### config.mk
export PLATFORM = sky130hd
export DESIGN_NAME = uart_mmio_ctrl_flat
export DESIGN_NICKNAME = d
export VERILOG_FILES = /design/src/rtl/uart_mmio_ctrl_if.sv /design/src/rtl/uart_mmio_ctrl.sv /design/src/flat_wrapper.sv
export SDC_FILE = /design/constraint.sdc
export NUM_CORES = 1
export LEC_CHECK = 0
export CAP_MARGIN = 10
export CORE_MARGIN = 2
export CORE_UTILIZATION = 50
export DETAILED_ROUTE_END_ITERATION = 10
export MAX_ROUTING_LAYER = met4
export PLACE_DENSITY_LB_ADDON = 0.12
export SYNTH_ARGS = -nofsm -noshare
export SYNTH_HDL_FRONTEND = slang
export SYNTH_SLANG_ARGS = --single-unit
### constraint.sdc
create_clock -name clk -period 5.2 [get_ports clk]
set_input_delay 0.52 -clock clk [delete_from_list [all_inputs] [get_ports clk]]
set_output_delay 0.52 -clock clk [all_outputs]
set_load 0.1 [all_outputs]
### src/rtl/uart_mmio_ctrl_if.sv
// rv_if: byte-wide ready/valid link between the MMIO controller and the UART
interface rv_if;
  logic       valid;
  logic       ready;
  logic [7:0] data;
  modport TX (output valid, output data, input ready);
  modport RX (input valid, input data, output ready);
endinterface

### src/rtl/uart_mmio_ctrl.sv
// uart_mmio_ctrl: MMIO register front-end with TX/RX byte FIFOs; define UART_CTRL_LOOPBACK_EN for CTRL[2] loopback
module uart_mmio_ctrl #(
  parameter int TX_DEPTH = 4,
  parameter int RX_DEPTH = 8
) (
  input  logic        clk,
  input  logic        rst,
  input  logic        bus_en,
  input  logic        bus_we,
  input  logic [3:0]  bus_addr,
  input  logic [31:0] bus_wdata,
  output logic [31:0] bus_rdata,
  output logic        bus_rvalid,
  rv_if.TX            send_req,
  rv_if.RX            recv_rsp,
  output logic        irq
);
  localparam int TA = $clog2(TX_DEPTH);
  localparam int RA = $clog2(RX_DEPTH);
  logic [7:0]  tx_mem [TX_DEPTH];
  logic [7:0]  rx_mem [RX_DEPTH];
  logic [TA:0] tx_wp, tx_rp;
  logic [RA:0] rx_wp, rx_rp, rx_cnt;
  logic [2:0]  ctrl;
  logic [1:0]  a;
  logic        rx_ovf, tx_ovf, lpbk, wr, rd;
  logic        tx_empty, tx_full, rx_empty, rx_full;
  logic        tx_pop, tx_push, tx_ovf_set, rx_pop, rx_in, rx_push, rx_ovf_set;
  logic [7:0]  tx_head, rx_head, rx_din;
  logic [31:0] status, rdata_d;
  logic        unused;
`ifdef UART_CTRL_LOOPBACK_EN
  localparam logic [2:0] CTRL_MASK = 3'b111;
  assign lpbk = ctrl[2];
`else
  localparam logic [2:0] CTRL_MASK = 3'b011;
  assign lpbk = 1'b0;
`endif
  assign unused = ^{bus_wdata[31:8], bus_addr[1:0]};
  assign send_req.valid = !tx_empty && !lpbk;
  assign send_req.data = tx_head;
  assign recv_rsp.ready = 1'b1;
  always_comb begin
    a = bus_addr[3:2];
    wr = bus_en && bus_we;
    rd = bus_en && !bus_we;
    tx_empty = tx_wp == tx_rp;
    tx_full = tx_wp == {~tx_rp[TA], tx_rp[TA-1:0]};
    rx_empty = rx_wp == rx_rp;
    rx_full = rx_wp == {~rx_rp[RA], rx_rp[RA-1:0]};
    rx_cnt = rx_wp - rx_rp;
    tx_head = tx_mem[tx_rp[TA-1:0]];
    rx_head = rx_mem[rx_rp[RA-1:0]];
    tx_pop = lpbk ? !tx_empty && !rx_full : !tx_empty && send_req.ready;
    tx_push = wr && a == 2'd2 && (!tx_full || tx_pop);
    tx_ovf_set = wr && a == 2'd2 && tx_full && !tx_pop;
    rx_pop = rd && a == 2'd3 && !rx_empty;
    rx_in = lpbk ? tx_pop : recv_rsp.valid;
    rx_din = lpbk ? tx_head : recv_rsp.data;
    rx_push = rx_in && (!rx_full || rx_pop);
    rx_ovf_set = !lpbk && recv_rsp.valid && rx_full && !rx_pop;
    status = {16'd0, 8'(rx_cnt), 3'd0, tx_ovf, rx_ovf, tx_empty, tx_full, !rx_empty};
    rdata_d = a == 2'd0 ? status :
              a == 2'd1 ? {29'd0, ctrl} :
              a == 2'd3 ? (rx_empty ? 32'h8000_0000 : {24'd0, rx_head}) : 32'd0;
  end
  always_ff @(posedge clk) begin
    if (tx_push) tx_mem[tx_wp[TA-1:0]] <= bus_wdata[7:0];
    if (rx_push) rx_mem[rx_wp[RA-1:0]] <= rx_din;
  end
  always_ff @(posedge clk) begin
    if (!rst) begin
      tx_wp <= '0;
      tx_rp <= '0;
      rx_wp <= '0;
      rx_rp <= '0;
      ctrl <= '0;
      tx_ovf <= 1'b0;
      rx_ovf <= 1'b0;
      bus_rdata <= '0;
      bus_rvalid <= 1'b0;
      irq <= 1'b0;
    end else begin
      tx_wp <= tx_push ? tx_wp + 1'b1 : tx_wp;
      tx_rp <= tx_pop ? tx_rp + 1'b1 : tx_rp;
      rx_wp <= rx_push ? rx_wp + 1'b1 : rx_wp;
      rx_rp <= rx_pop ? rx_rp + 1'b1 : rx_rp;
      ctrl <= wr && a == 2'd1 ? bus_wdata[2:0] & CTRL_MASK : ctrl;
      tx_ovf <= tx_ovf_set || (tx_ovf && !(wr && a == 2'd0 && bus_wdata[4]));
      rx_ovf <= rx_ovf_set || (rx_ovf && !(wr && a == 2'd0 && bus_wdata[3]));
      bus_rdata <= rd ? rdata_d : bus_rdata;
      bus_rvalid <= rd;
      irq <= (ctrl[0] && !rx_empty) || (ctrl[1] && tx_empty);
    end
  end
endmodule

### src/flat_wrapper.sv
// flat-port wrapper written by rule: the top's interface ports become plain ports
module uart_mmio_ctrl_flat 
#(
  parameter int TX_DEPTH = 4,
  parameter int RX_DEPTH = 8
)
  (clk, rst, bus_en, bus_we, bus_addr, bus_wdata, bus_rdata, bus_rvalid, irq, send_req_valid, send_req_data, send_req_ready, recv_rsp_valid, recv_rsp_data, recv_rsp_ready);
  rv_if send_req_i ();
  rv_if recv_rsp_i ();
  input  logic clk;
  input  logic rst;
  input  logic bus_en;
  input  logic bus_we;
  input  logic [3:0] bus_addr;
  input  logic [31:0] bus_wdata;
  output logic [31:0] bus_rdata;
  output logic bus_rvalid;
  output logic irq;
  output wire logic [$bits(send_req_i.valid)-1:0] send_req_valid;
  output wire logic [$bits(send_req_i.data)-1:0] send_req_data;
  input wire logic [$bits(send_req_i.ready)-1:0] send_req_ready;
  input wire logic [$bits(recv_rsp_i.valid)-1:0] recv_rsp_valid;
  input wire logic [$bits(recv_rsp_i.data)-1:0] recv_rsp_data;
  output wire logic [$bits(recv_rsp_i.ready)-1:0] recv_rsp_ready;
  assign send_req_valid = send_req_i.valid;
  assign send_req_data = send_req_i.data;
  assign send_req_i.ready = send_req_ready;
  assign recv_rsp_i.valid = recv_rsp_valid;
  assign recv_rsp_i.data = recv_rsp_data;
  assign recv_rsp_ready = recv_rsp_i.ready;
  uart_mmio_ctrl #(.TX_DEPTH(TX_DEPTH), .RX_DEPTH(RX_DEPTH)) u_core (.clk(clk), .rst(rst), .bus_en(bus_en), .bus_we(bus_we), .bus_addr(bus_addr), .bus_wdata(bus_wdata), .bus_rdata(bus_rdata), .bus_rvalid(bus_rvalid), .send_req(send_req_i), .recv_rsp(recv_rsp_i), .irq(irq));
endmodule
==> results.py, run 1 <==
metrics = {
    "run_status": {
        "outcome": "finished clean",
    },
    "cts": {
        "cts_num_sinks": 134,
        "cts.clk_slew.worst_paths_ns": 0.06,
        "worstSkewPairLatency_ns": 0.51,
        "clock_tree.htree_level_count": 4,
        "post_cts.resized_instances": 0,
        "cts_setup_buffers": 0,
        "cts_made_buffers": 17,
        "root_buffer": "clkbuf_8",
        "postCtsHoldBufs": 0,
        "max-clock-path-buffers": 2,
        "tritoncts": "built",
    },
    "timing": {
        "grt_setup_unrepaired": "false",
        "fin_tns_setup_ns": 0,
        "finalSetupViolations": 0,
        "max_slew_headroom_at_the_worst_pin": 0.3176,
        "min_period_over_period": 0.6276,
        "final.setup_skew_ns": 0.008444,
        "tightest_slew_ns": 1.022,
        "fin_crit_ns": 3.263,
        "worst_hold_margin_ns": 0.4823,
        "hold_violations": 0,
        "achievable-frequency_ghz": 0.3064,
        "maxSlewViolCount": 0,
    },
    "pwr": {
        "power_mw": 2.470,
        "p_leak_nw": 2.258,
        "ir_worst_vdd_mv": 0.2756,
        "p_per_area_mw_per_mm2": 373.5,
    },
    "logic_synthesis": {
        "synthesis.instances": 358,
        "combinational_family_with_the_most_area_after_synthesis": "multiplexers",
        "avgSynthCellArea_sq_um": 15.47,
        "synth_cell_types": 48,
        "ys_seq_elements": 134,
        "synth.yosys.seq_area_share": 0.6578,
        "synth_adder_area_share": 0.02620,
        "synth_compound_area_frac": 0.05331,
        "yosysWarnings": 0,
        "netlist_area_pre_place_sq_mm": 0.005539,
        "synthMuxAreaShare": 0.1251,
        "synth_simple_gate_area_frac": 0.06415,
        "yosys.area_share.xor_xnor": 0.02530,
    },
    "finish": {
        "stdcell_area_sq_mm": 0.006613,
        "seq_area_sq_mm": 0.003643,
        "diodes": 0,
        "final.fill_count": 850,
        "multi_input_area_sq_mm": 0.001704,
        "final_net_count": 474,
        "syn_to_final_growth_pct": 19.38,
        "final_core_utilization": 0.6100,
        "post_route_cells_drive_above_1_share": 0.1362,
    },
    "global_route": {
        "grt_max_degree": 27,
        "global_route.peak_usage_layer": "met2",
        "gr-total-overflow": 0,
        "grt_first_pass_wirelength_mm": 15.90,
        "met3_grt_util": 0.04065,
        "grt_use_met1": 0.2220,
        "grt_antenna_before_repair": 0,
        "number_of_global_route_vias_before_repair": 3036,
        "global_route.usage.total": 0.1918,
        "grtUsageMet2": 0.3279,
    },
    "critical_path": {
        "cp-end-kind": "output pin",
        "crit_fanout": 8,
        "critical-path-top-delay-family": "buffers and inverters",
        "timing.critical_path.slowest_stage_cell": "clkdlybuf4s50_1",
        "rr_endpoint": "u_core.rx_mem[1][5]$_DFFE_PP_",
        "crit_path_end": "send_req_data[6]",
        "critical_path_arrival_ns": 2.74,
        "regToRegStartpoint": "u_core.rx_wp[1]$_SDFFE_PN0P_",
        "crit_path_max_incr_delay_ns": 0.98,
        "timing.critical_path.required_ns": 4.68,
        "reg2regPathDepth": 6,
        "cp.buffers_inverters": 1,
        "worst-path-stages": 2,
        "cp-start-kind": "flop",
        "critical_path.cell_chain": "mux4_2 -> clkdlybuf4s50_1",
        "worst-r2r-setup-slack_ns": 2.53,
        "worstSetupPathType": "reg2out",
    },
    "floorplanning": {
        "initial_utilization": 0.5110,
        "floorplan.die.height_microns": 109.3,
        "area_inside_the_core_boundary_sq_mm": 0.01084,
        "placement_rows": 38,
        "floorplan.die_area_sq_mm": 0.01194,
        "ioPinCount": 94,
        "fp.dieW_microns": 109.3,
    },
    "route": {
        "drt-vias-per-instance": 5.399,
        "routed-via-count": 3056,
        "wire_per_inst_microns": 18.19,
        "dr_iter_0_viols": 124,
        "totalWireLength_mm": 10.30,
        "drtAntennaViolNets": 0,
        "post-route-drc-count": 0,
        "drt_pass1_iterations": 4,
    },
    "placed_design": {
        "gp_routability_congestion": 0.7975,
        "numPortBuffers": 47,
        "hpwl_mm": 7.035,
        "post_dp_cell_area_sq_mm": 0.006068,
    },
    "hold_path": {
        "hold_path.class": "reg2reg",
    },
    "run": {
        "maxCapViolations": 0,
    },
}
## Yosys cell counts (all sizes together)
library cell  number  area share
edfxtp            96        0.52
dfxtp             38        0.14
buf               28       0.035
nor2              27       0.018
mux4              24        0.10
inv               11      0.0075
ha                10       0.023
mux2i             10       0.018
nand2             10      0.0068
xor2               9       0.014
nand3              8      0.0072
a21oi              7      0.0063
a22oi              7      0.0095
o21ai              7      0.0063
xnor2              7       0.011
nor3               6      0.0054
and2               5      0.0056
clkbuf             5      0.0034
nand2b             4      0.0045
nand4b             4      0.0063
mux2               3      0.0061
o31ai              3      0.0050
a211oi             2      0.0027
a31oi              2      0.0023
a41oi              2      0.0045
conb               2      0.0014
nand4              2      0.0023
nor2b              2      0.0023
o211ai             2      0.0027
o21a               2      0.0027
o22ai              2      0.0023
o311ai             2      0.0032
a221oi             1      0.0027
a32oi              1      0.0016
and3               1      0.0011
and4b              1      0.0018
clkinv             1     0.00068
fa                 1      0.0036
o221ai             1      0.0016
or2                1      0.0011
or4                1      0.0014
## cells by family after synthesis
family / after synthesis
fa+ha+maj: 11
other cells: 2
xor+xnor: 16
compound gates: 41
buf+inv: 45
flops: 134
simple gates: 72
mux: 37
## worst reg2reg max path: cells and delay by family, from the launching register on
kind | cells | cell delay (ns)
buffers and inverters | 1 | 0.29
DFF | 1 | 0.54
and+or+nand+nor | 3 | 1.10
adders and majority gates | 1 | 0.33
AOI/OAI and AO/OA | 1 | 0.12
## layout make-up
class | instances | area share
Sequential cell | 134 | 0.5510
Multi-Input combinational cell | 197 | 0.2577
Timing Repair Buffer | 51 | 0.07569
Clock buffer | 22 | 0.07190
Tap cell | 140 | 0.02649
Clock inverter | 10 | 0.01041
Inverter | 12 | 0.006812
## registers in the layout, summed over array words and instances, names as in the netlist, 2 cells and up, named ones only
signal	cells
u_core.tx_mem	32
u_core.rx_rp	4
u_core.ctrl	2
u_core.rx_wp	4
u_core.bus_rdata	13
u_core.tx_wp	3
u_core.tx_rp	3
u_core.rx_mem	64
## layer usage
metal | wire [microns] | part of all wire | vias up
li1 | - | - | 1446
met1 | 4427 | 0.43 | 1547
met2 | 5462 | 0.53 | 61
met3 | 361 | 0.035 | 2
met4 | 45 | 0.0044 | 0
met5 | 0 | 0 | -
## worst min path at each step
stage	from	endpoint	cells past startpoint	slack, ns
global placement	u_core.bus_rdata[5]$_SDFFE_PN0N_	u_core.bus_rdata[5]$_SDFFE_PN0N_	2	0.45
finish	u_core.bus_rdata[11]$_SDFFE_PN0N_	u_core.bus_rdata[11]$_SDFFE_PN0N_	2	0.48
global route	u_core.bus_rdata[5]$_SDFFE_PN0N_	u_core.bus_rdata[5]$_SDFFE_PN0N_	2	0.52
detailed placement	u_core.bus_rdata[5]$_SDFFE_PN0N_	u_core.bus_rdata[5]$_SDFFE_PN0N_	2	0.47
floorplan	u_core.tx_wp[2]$_SDFFE_PN0P_	u_core.tx_wp[2]$_SDFFE_PN0P_	2	0.46
CTS	u_core.bus_rdata[11]$_SDFFE_PN0N_	u_core.bus_rdata[11]$_SDFFE_PN0N_	2	0.48
## per-stage QoR
step,std cells,setup slack (ns)
2_1_floorplan,376,2.803
3_3_place_gp,534,2.057
3_5_place_dp,534,1.979
4_1_cts,566,1.836
5_1_grt,566,1.775
6_report,566,1.937
## layout by cell type, fill, tap and decap left out, types with 2 or more instances in the layout
master            n
clkinv_2          3
a22oi_1           7
inv_1            11
nor2b_1           2
ha_1             10
o211ai_1          2
edfxtp_1         96
xor2_1            9
dfxtp_1          38
o21a_1            2
mux4_1            5
conb_1           20
nor2_1           27
buf_4             4
nand4_1           2
a21oi_1           7
o31ai_1           2
mux2i_1          10
nand2_1          10
clkbuf_16        18
nand2b_1          4
and2_1            5
clkbuf_1          3
clkdlybuf4s50_1  47
nand4b_1          4
clkinv_4          3
nand3_1           8
inv_6             2
a31oi_1           2
mux4_2           19
mux2_2            3
a211oi_1          2
clkinv_1          2
o22ai_1           2
xnor2_1           7
o21ai_0           7
nor3_1            6
## power breakdown
part / internal [mW] / switching (mW)
Combinational: 0.0586 / 0.172
Clock: 0.643 / 0.421
Sequential: 1.16 / 0.0127
No activity file was read; power rests on OpenSTA's default activity.
==> run 2: changes to the inputs <==
- clock period: 5.2 -> 3.1 ns (I/O delays scaled with it)
==> run 2 against run 1 <==
Largest power group unchanged. Highest routed layer unchanged. Final area is 1.5% higher. Combinational power is 68% higher. First-iteration DRC count is 91% higher. Total power is 73% higher. Non-clock buffer count is 12 higher. Sequential power is 68% higher. Clock power is 80% higher. Cell count is 2.1% higher. Die area stayed put. Critical path type unchanged. Global-route usage is 0.18 points higher. Utilization is 0.89 points higher. Hold slack worse by 0.055 ns.
==> results.py, run 2 (synthesized netlist as in run 1, its figures left out) <==
metrics = {
    "critical_path": {
        "worst_setup_path_startpoint": "u_core.bus_rdata[1]$_SDFFE_PN0N_",
        "cp.buffers_inverters": 1,
        "critical_path.cell_chain": "clkdlybuf4s50_1",
        "timing.critical_path.slowest_stage_cell": "clkdlybuf4s50_1",
        "critical_path_arrival_ns": 2.06,
        "cp-end-kind": "output pin",
        "cp-start-kind": "flop",
        "regToRegStartpoint": "u_core.rx_wp[1]$_SDFFE_PN0P_",
        "timing.critical_path.required_ns": 2.79,
        "critical-path-top-delay-family": "buffers and inverters",
        "crit_fanout": 3,
        "worstSetupPathType": "reg2out",
        "crit_path_max_incr_delay_ns": 1.15,
    },
    "timing": {
        "final.setup_skew_ns": 0.01017,
        "worst_hold_margin_ns": 0.4273,
        "min_period_over_period": 0.7643,
        "fin_crit_ns": 2.369,
        "fin_tns_setup_ns": 0,
        "grt_setup_unrepaired": "false",
        "maxSlewViolCount": 0,
        "max_slew_headroom_at_the_worst_pin": 0.3221,
        "fin_ws_ns": 0.7306,
        "hold_violations": 0,
        "achievable-frequency_ghz": 0.4220,
        "finalSetupViolations": 0,
        "tightest_slew_ns": 1.014,
    },
    "finish": {
        "finalNonFillerCells": 578,
        "flip_flop_count_of_the_largest_register_all_copies_and_words_added": 64,
        "syn_to_final_growth_pct": 21.12,
        "post_route_cells_drive_above_1_share": 0.1895,
        "final_net_count": 486,
        "mostFrequentLayoutCell": "edfxtp_1",
        "diodes": 0,
        "multi_input_area_sq_mm": 0.001704,
        "final.fill_count": 859,
        "layout_common_cells": "edfxtp_1 (96), dfxtp_1 (38), clkdlybuf4s50_1 (38)",
        "seq_area_sq_mm": 0.003643,
    },
    "global_route": {
        "global_route.usage.total": 0.1937,
        "grt_first_pass_wirelength_mm": 16.06,
        "grt_max_degree": 27,
        "number_of_global_route_vias_before_repair": 3016,
        "gr-total-overflow": 0,
        "grt_antenna_before_repair": 0,
    },
    "placed_design": {
        "hpwl_mm": 7.004,
        "pre_cts_ws_ns": 0.6365,
        "numPortBuffers": 47,
        "gp_routability_congestion": 0.7787,
        "placedCellCount": 546,
    },
    "floorplanning": {
        "fp.dieW_microns": 109.3,
        "floorplan.die.height_microns": 109.3,
        "ioPinCount": 94,
        "placement_rows": 38,
        "initial_utilization": 0.5110,
        "area_inside_the_core_boundary_sq_mm": 0.01084,
        "floorplan.die_area_sq_mm": 0.01194,
    },
    "route": {
        "met1_length_mm": 4.453,
        "totalWireLength_mm": 10.25,
        "wire_per_inst_microns": 17.73,
        "post-route-drc-count": 0,
        "dr_iter_0_viols": 237,
        "drt_pass1_iterations": 4,
        "routed-via-count": 3140,
        "drtAntennaViolNets": 0,
        "met3RoutedLength_microns": 448,
        "drt-vias-per-instance": 5.433,
        "dr.max_layer_used": "met4",
        "met2_wirelength_mm": 5.192,
    },
    "cts": {
        "postCtsHoldBufs": 0,
        "tritoncts": "built",
        "max-clock-path-buffers": 2,
        "worstSkewPairLatency_ns": 0.53,
        "root_buffer": "clkbuf_8",
        "post_cts.resized_instances": 0,
        "cts.clk_slew.worst_paths_ns": 0.06,
        "cts_num_sinks": 134,
        "cts_made_buffers": 17,
        "cts_setup_buffers": 0,
        "clock_tree.htree_level_count": 4,
    },
    "pwr": {
        "switching_share": 0.2637,
        "p_per_area_mw_per_mm2": 636.2,
        "clock_network_power_share": 0.448,
        "p_int_mw": 3.143,
        "portion_of_total_power_attributed_to_sequential_cells": 0.461,
        "power_mw": 4.268,
        "ir_worst_vdd_mv": 0.4886,
        "p_leak_nw": 2.336,
        "total_switching_power_mw": 1.126,
        "power_frac_comb": 0.091,
    },
    "run_status": {
        "outcome": "finished clean",
    },
    "hold_path": {
        "worst_min_delay_path_startpoint": "bus_wdata[6]",
        "hold_path.class": "in2reg",
    },
    "run": {
        "maxCapViolations": 0,
    },
}
## run 2: cell count changes in the layout (fill, tap and decap cells not counted), sizes merged
cell	before	now
clkbuf	22	17
bufinv	0	1
clkinvlp	0	2
clkdlybuf4s50	47	38
buf	4	25
inv	14	20
clkinv	8	4
## run 2: cell type report
| class | instances | share of cell area |
|---|---|---|
| Multi-Input combinational cell | 197 | 0.2540 |
| Tap cell | 140 | 0.02611 |
| Inverter | 12 | 0.006714 |
| Clock buffer | 17 | 0.06173 |
| Timing Repair Buffer | 63 | 0.08467 |
| Clock inverter | 15 | 0.02369 |
| Sequential cell | 134 | 0.5431 |
## run 2: path summary, 6_finish.rpt
kind	end	slack (ns)	cells after the start
max reg2reg	u_core.rx_mem[1][0]$_DFFE_PP_	0.93	6
max	bus_rdata[1]	0.73	1
min	u_core.tx_mem[0][6]$_DFFE_PP_	0.43	1
min reg2reg	u_core.bus_rdata[11]$_SDFFE_PN0N_	0.48	2
## run 2: layer usage
| metal | track usage | vias to the layer above |
|---|---|---|
| met5 | - | - |
| met4 | 0.06781 | 0 |
| met3 | 0.05021 | 18 |
| met2 | 0.3119 | 79 |
| met1 | 0.2394 | 1576 |
| li1 | - | 1467 |
## run 2: power by group through the flow
stage | clock network [mW] | registers (mW) | logic, mW
floorplan | 0 | 2.02 | 0.289
global placement | 0 | 2.01 | 0.386
detailed placement | 0 | 2.01 | 0.388
CTS | 1.95 | 1.97 | 0.389
global route | 2.04 | 1.97 | 0.409
finish | 1.91 | 1.97 | 0.388
## run 2: per-stage QoR
step | instance area, sq um | util
floorplan | 5607 | -
global placement | 6136 | 0.5660
detailed placement | 6136 | 0.5660
CTS | 6709 | 0.6189
global route | 6709 | 0.6189
finish | 6709 | 0.6189
